## config.mk

```make
export PLATFORM = sky130hd
export DESIGN_NAME = if_id_elastic_reg
export DESIGN_NICKNAME = d
export VERILOG_FILES = /design/src/rtl/if_id_elastic_reg.sv
export SDC_FILE = /design/constraint.sdc
export NUM_CORES = 1
export LEC_CHECK = 0
export BUFFER_PORTS_ARGS = -buffer_cell sky130_fd_sc_hd__buf_4
export CAP_MARGIN = 40
export CORE_MARGIN = 8
export CORE_UTILIZATION = 55
export DETAILED_ROUTE_END_ITERATION = 12
export PLACE_DENSITY = 0.88
export REMOVE_ABC_BUFFERS = 1
export SKIP_LAST_GASP = 1
export SYNTH_ARGS = -nofsm -noshare
export SYNTH_HDL_FRONTEND = slang
export SYNTH_SLANG_ARGS = --single-unit
```

## constraint.sdc

```tcl
create_clock -name clk -period 6.9 [get_ports clk]
set_clock_uncertainty 0.2 [all_clocks]
set_input_delay 1.035 -clock clk [delete_from_list [all_inputs] [get_ports clk]]
set_output_delay 1.035 -clock clk [all_outputs]
set_load 0.01 [all_outputs]
```

## src/rtl/if_id_elastic_reg.sv

```systemverilog
// IF->ID pipeline register with a valid/ready handshake and an optional 2-entry skid buffer.
// Latency 1 cycle. With SKID_EN=1, in_ready is registered. With SKID_EN=0, in_ready follows out_ready combinationally.
module if_id_elastic_reg #(
    parameter int                 INSTR_W   = 32,
    parameter int                 PC_W      = 32,
    parameter logic [INSTR_W-1:0] NOP_INSTR = '0,
    parameter bit                 SKID_EN   = 1'b1
) (
    input  logic               clk,
    input  logic               rst,
    input  logic               flush,
    input  logic               in_valid,
    output logic               in_ready,
    input  logic [INSTR_W-1:0] in_instr,
    input  logic [PC_W-1:0]    in_pc,
    output logic               out_valid,
    input  logic               out_ready,
    output logic [INSTR_W-1:0] out_instr,
    output logic [PC_W-1:0]    out_pc
);

    typedef enum logic [1:0] {
        ST_EMPTY = 2'd0,
        ST_FULL  = 2'd1,
        ST_SKID  = 2'd2
    } state_t;

    state_t             state_q, state_d;
    logic               out_valid_q, out_valid_d;
    logic [INSTR_W-1:0] main_instr_q, main_instr_d;
    logic [PC_W-1:0]    main_pc_q, main_pc_d;
    logic [INSTR_W-1:0] skid_instr_q, skid_instr_d;
    logic [PC_W-1:0]    skid_pc_q, skid_pc_d;
    logic               in_ready_q, in_ready_d;
    logic               accept, consume;

    assign in_ready  = SKID_EN ? in_ready_q : (out_ready | ~out_valid_q);
    assign out_valid = out_valid_q;
    assign out_instr = main_instr_q;
    assign out_pc    = main_pc_q;

    assign accept  = in_valid & in_ready;
    assign consume = out_valid_q & out_ready;

    always_comb begin
        state_d      = state_q;
        main_instr_d = main_instr_q;
        main_pc_d    = main_pc_q;
        skid_instr_d = skid_instr_q;
        skid_pc_d    = skid_pc_q;
        case (state_q)
            ST_EMPTY: begin
                if (accept) begin
                    state_d      = ST_FULL;
                    main_instr_d = in_instr;
                    main_pc_d    = in_pc;
                end
            end
            ST_FULL: begin
                if (accept && consume) begin
                    main_instr_d = in_instr;
                    main_pc_d    = in_pc;
                end else if (accept) begin
                    // Without a skid entry, in_ready already guarantees consume here.
                    if (SKID_EN) begin
                        state_d      = ST_SKID;
                        skid_instr_d = in_instr;
                        skid_pc_d    = in_pc;
                    end
                end else if (consume) begin
                    state_d = ST_EMPTY;
                end
            end
            ST_SKID: begin
                if (consume) begin
                    state_d      = ST_FULL;
                    main_instr_d = skid_instr_q;
                    main_pc_d    = skid_pc_q;
                end
            end
            default: state_d = ST_EMPTY;
        endcase

        if (flush) begin
            state_d = ST_EMPTY;
        end

        // An empty register always shows a clean bubble, so decode may ignore out_valid.
        if (state_d == ST_EMPTY) begin
            main_instr_d = NOP_INSTR;
            main_pc_d    = '0;
        end
        out_valid_d = (state_d != ST_EMPTY);
        in_ready_d  = (state_d != ST_SKID);
    end

    always_ff @(posedge clk) begin
        if (rst) begin
            state_q      <= ST_EMPTY;
            out_valid_q  <= 1'b0;
            main_instr_q <= NOP_INSTR;
            main_pc_q    <= '0;
            in_ready_q   <= 1'b1;
        end else begin
            state_q      <= state_d;
            out_valid_q  <= out_valid_d;
            main_instr_q <= main_instr_d;
            main_pc_q    <= main_pc_d;
            in_ready_q   <= in_ready_d;
        end
    end

    // Skid contents are only meaningful in ST_SKID, so they need no reset.
    always_ff @(posedge clk) begin
        skid_instr_q <= skid_instr_d;
        skid_pc_q    <= skid_pc_d;
    end

endmodule

```

==> results of run 1 <==
[worst reg2reg max path, delay by kind of cell (launching register included)]
kind | cells | cell delay [ps]
simple gates | 3 | 1140
buf+inv | 1 | 600
flops | 1 | 420
[kinds of logic (layout without fill, tap and decap cells)]
family,Yosys count,after routing,synth area share
AO/OA/AOI/OAI,72,72,0.181
AND/OR/NAND/NOR,77,77,0.0585
multiplexers,64,64,0.116
flip-flops,132,132,0.595
buffers and inverters,35,173,0.0496
[routing by layer]
metal,global-route usage,wire length (µm)
met5,0,0
met1,0.247,5530
met2,0.320,6240
met4,0.0761,191
met3,0.0708,907
[synth_stat cells, types with 2 or more instances]
master	n
dfxtp_1	68
nor2_1	65
edfxtp_1	64
mux2i_1	64
a221oi_2	60
buf_2	15
buf_6	14
buf_4	5
a221oi_1	4
a21o_1	2
nand2_1	2
[layout make-up]
class / instances / area [µm²] / share of cell area
timing repair buffer: 140 / 1100 / 0.155
tap: 133 / 166 / 0.0233
inverter: 1 / 3.75 / 0.000526
clock buffer: 28 / 515 / 0.0722
multi-input combinational: 213 / 2000 / 0.280
sequential: 132 / 3280 / 0.460
clock inverter: 4 / 68.8 / 0.00964
[registers in the layout (all words and copies together), names as in the netlist]
register	count
in_ready	1
state_q	2
skid_instr_q	32
out_instr	32
out_valid	1
skid_pc_q	32
out_pc	32
[how the worst max path moves through the flow]
stage | startpoint | endpoint | depth (start not counted)
finish | state_q[0] | skid_instr_q[3] | 4
global route | state_q[0] | skid_instr_q[3] | 4
CTS | state_q[0] | skid_instr_q[3] | 4
detailed placement | out_ready | skid_instr_q[3] | 4
global placement | out_ready | out_instr[29] | 5
floorplan | out_ready | out_instr[0] | 3
[power by group through the flow]
stage / Clock (W) / Sequential [W] / Combinational, W
5_1_grt: 0.000927 / 0.000857 / 0.000178
3_5_place_dp: 0 / 0.000871 / 0.000166
6_report: 0.000878 / 0.000856 / 0.000165
4_1_cts: 0.000889 / 0.000855 / 0.000166
3_3_place_gp: 0 / 0.000871 / 0.000153
2_1_floorplan: 0 / 0.000875 / 0.0000789
[stage by stage]
stage | hold slack (ps) | power (W) | utilization | setup slack (ps)
2_1_floorplan | 346 | 0.000954 | - | 2140
3_3_place_gp | 320 | 0.00102 | 0.663 | 3610
3_5_place_dp | 337 | 0.00104 | 0.671 | 3650
4_1_cts | 345 | 0.00191 | 0.730 | 4150
5_1_grt | 364 | 0.00196 | 0.730 | 3990
6_report | 344 | 0.00190 | 0.730 | 4160
==> results.toml, run 1 <==
[placed_design]
io_buffer_count = 134
dp.cells = 619
post-dp-hpwl_um = 8380
gp_congestion = 0.806
postPlaceCellArea_um2 = 6560

[clocking]
cts_resized = 0
cts-root-buf = "clkbuf_8"
cts_sinks = 132
clkLatencyLatePin_ps = 520
cts_buffers = 17
hold_buffers = 0
clk_pin_slew_ps = 60
cts_tree = "done"
post-cts-setup-buffers = 0
clockBufferDepth = 2
htree_levels = 4

[worst_setup_path]
crit_arrival_ps = 2690
r2r_setup_slack_ps = 4160
worstReg2RegEnd = "skid_instr_q[3]"
cp_top_family = "simple AND/OR/NAND/NOR gates"
crit_required_ps = 6850
rr_startpoint = "state_q[0]"
critPathBufInv = 1
cpPeakStageDelay_ps = 700
cp-end-kind = "flop"
critPathKind = "flop to flop"
path_max_fanout = 38
rr_worst_depth = 4
start_kind = "flop"
critPathSlowestCell = "nor2_4"
crit_chain = "nor2b_1, nand3_1, nor2_4, buf_4"

[detailed_routing]
vias = 3742
wl_per_cell_um = 19.8
ant_nets = 0
drt-vias-per-instance = 5.75
routed_wl_um = 12900
route.detailed.drc = 0
firstDrtPassIters = 4
drtIter0Drc = 208

[timing]
period_needed_ps = 2740
rsz0062_at_grt = "no"
finalSetupTns_ps = 0
finalSetupViolCount = 0
clock.fmax_mhz = 365
slew_violations = 0
fin_crit_sh = 0.397
maxSlewHeadroom = 0.437
hold_viol = 0
worst_slew_pin_slew_ps = 842

[global_routing]
grt_pass1_vias = 4048
grt_util_all_layers = 0.201
antenna_found_initial = 0
grt_max_degree = 66
grt_pass1_wl_um = 21000
overflow = 0

[cells_and_area]
n_fill_cell = 654
mostFrequentLayoutCells = "137 x buf_4, 68 x dfxtp_1, 64 x mux2i_1, 64 x nor2_1, 64 x edfxtp_1"
stdcell_count = 651
final_common_cell = "buf_4"
fin_nets = 574
design_area_um2 = 7140
area_growth_pct = 29.3
diodes = 0
drive_gt1_frac = 0.450

[power_and_ir_drop]
combinationalPowerShare = 0.087
p_leak_nw = 2.56
p_seq_frac = 0.451
clkPwrFrac = 0.462
ir_worst_vdd_uv = 225
swShare = 0.216
p_switching_w = 0.000410
powerDensity_nw_per_um2 = 266
p_int_w = 0.00149

[floorplanning]
start_util = 0.565
die_h_um = 116
io-pin-count = 135
die-area_um2 = 13500
num_rows = 36
core-area_um2 = 9770
die_w_um = 116

[worst_hold_path]
holdCritPathClass = "flop to flop"
hold_start = "out_instr[18]"
hold_end = "out_instr[18]"
min_path_cells = 2

[logic_synthesis]
ys_ff_latch = 132
synth_area_um2 = 5520
synth_edf_count = 64
synth_ff_type = "dfxtp_1"
synth_cell_types = 28
async_reset_ff_frac = 0
synth.top_cell.area_share = 0.348
synth-seq-area-share = 0.595
synth_top_area_cell = "edfxtp_1"
ys.warnings.count = 0
syn_avg_cell_area_um2 = 14.5
synth_cells = 380
synth.area.top_cells = "edfxtp_1 35%, dfxtp_1 25%, a221oi_2 16%"

[job]
cap_violations = 0

[status]
status = "complete, no violations"
No activity file was read; power rests on OpenSTA's default activity.
==> run 2, diff against run 1 <==
ABC_AREA = 1   (was not set)
CORE_UTILIZATION = 54   (was 55)
PLACE_DENSITY = 0.86   (was 0.88)
clock period = 2.6 ns   (was 6.9 ns; I/O delays follow)
==> results.toml, run 2 <==
[floorplanning]
core-area_um2 = 10800
io-pin-count = 135
die_w_um = 121
num_rows = 38
start_util = 0.550
die-area_um2 = 14600
die_h_um = 121

[timing]
finalSetupViolCount = 0
maxSlewHeadroom = 0.515
rsz0062_at_grt = "no"
worst_slew_pin_slew_ps = 727
clock.fmax_mhz = 493
fin_crit_sh = 0.780
period_needed_ps = 2030
slew_violations = 0
finalSetupTns_ps = 0
hold_viol = 0

[clocking]
cts_sinks = 132
clockBufferDepth = 2
post-cts-setup-buffers = 0
clkLatencyLatePin_ps = 510
hold_buffers = 64
clk_pin_slew_ps = 60
htree_levels = 4
cts_tree = "done"
cts_buffers = 17
cts-root-buf = "clkbuf_8"
cts_resized = 0

[detailed_routing]
routed_wl_um = 16200
drt-vias-per-instance = 5.05
ant_nets = 0
drtIter0Drc = 474
vias = 5332
wl_per_cell_um = 15.3
route.detailed.drc = 0
firstDrtPassIters = 5

[logic_synthesis]
synth.top_cell.area_share = 0.324
synth_compound_area_frac = 0.0748
muxShareOfSynthArea = 0
synth_xor_area_frac = 0
synth_top_family_by_area = "simple AND/OR/NAND/NOR gates"
synth_ff_type = "dfxtp_1"
synth_top_area_cell = "edfxtp_1"
synth_cells = 722
synth-seq-area-share = 0.553
yosysMostFrequentCell = "nand2_1"
synthAdderAreaFrac = 0
synthSimpleGateAreaFrac = 0.272
synth_cell_types = 16
ys_ff_latch = 132
synth_edf_count = 64
async_reset_ff_frac = 0
ys.warnings.count = 0
synth_area_um2 = 5940
syn_avg_cell_area_um2 = 8.23
synth.area.top_cells = "edfxtp_1 32%, dfxtp_1 23%, nand2_1 21%"
synth_commonest_cells = "328 x nand2_1, 72 x inv_1, 68 x dfxtp_1, 65 x nand3_1, 64 x edfxtp_1"

[worst_setup_path]
crit_arrival_ps = 2260
path_max_fanout = 34
crit_required_ps = 2830
rr_worst_depth = 5
critPathKind = "flop to flop"
cp-end-kind = "flop"
start_kind = "flop"
r2r_setup_slack_ps = 570

[placed_design]
post-dp-hpwl_um = 9010
gp_congestion = 0.736
dp.cells = 960
io_buffer_count = 134

[cells_and_area]
drive_gt1_frac = 0.235
stdcell_count = 1056
area_growth_pct = 37.2
mostFrequentLayoutCells = "327 x nand2_1, 143 x buf_4, 71 x inv_1"
diodes = 0
final_common_cell = "nand2_1"
fin_nets = 972

[status]
status = "complete, no violations"

[global_routing]
grt_pass1_vias = 5456
grt_util_all_layers = 0.226
grt_max_degree = 65
overflow = 0
antenna_found_initial = 0
grt_pass1_wl_um = 26700

[worst_hold_path]
min_path_cells = 4
holdCritPathClass = "flop to flop"

[job]
cap_violations = 0

[power_and_ir_drop]
ir_worst_vdd_uv = 484
p_leak_nw = 3.81
powerDensity_nw_per_um2 = 625
total_power_w = 0.00509
==> run 2: critical path, stage by stage, from the launching register on <==
cell     delay, ps
dfxtp_1        360
nand2_2         80
o21ai_0        310
nand3_4        450
buf_4          360
a21oi_1        170
==> run 2: kinds of logic (layout without fill, tap and decap cells) <==
family,after synthesis,count (layout)
and+or+nand+nor,403,403
DFF,132,132
buffers and inverters,120,314
AOI/OAI and AO/OA,67,67
==> run 2: stage by stage <==
step / cell area [µm²] / worst slack [ps] / hold WS (ps) / utilization
after floorplan: 5610 / -1490 / 289 / -
after global placement: 6940 / 584 / 337 / 0.643
after detailed placement: 6940 / 496 / 338 / 0.643
after CTS: 8150 / 595 / 351 / 0.755
after global routing: 8150 / 421 / 379 / 0.755
final: 8150 / 573 / 354 / 0.755
==> run 2: final cells by class <==
class,instances,area [µm²]
clock buffer,18,418
clock inverter,14,151
fill,775,2640
inverter,72,270
multi-input combinational,470,2080
sequential,132,3280
tap,140,175
timing repair buffer,210,1770
==> run 2: where the power goes <==
| group | leakage, nW | internal [W] | total, W | switching, W |
|---|---|---|---|---|
| Clock | 0.265 | 0.00137 | 0.00231 | 0.000933 |
| Combinational | 2.42 | 0.000253 | 0.000535 | 0.000281 |
| Sequential | 1.13 | 0.00223 | 0.00225 | 0.0000242 |
| Total | 3.81 | 0.00386 | 0.00509 | 0.00124 |
==> run 2: layer usage <==
layer  vias to the layer above  GRT usage  share of wire
li1                       2635          -              -
met1                      2453      0.258           0.40
met2                       220      0.395           0.51
met3                        24     0.0656          0.069
met4                         0     0.0773          0.020
met5                         -          0              0
==> run 2: final timing paths <==
kind | from | end
worst max-delay path | out_valid | out_instr[15]
worst min-delay path | out_instr[6] | out_instr[6]
worst max register to register | out_valid | out_instr[15]
worst min register to register | out_instr[6] | out_instr[6]
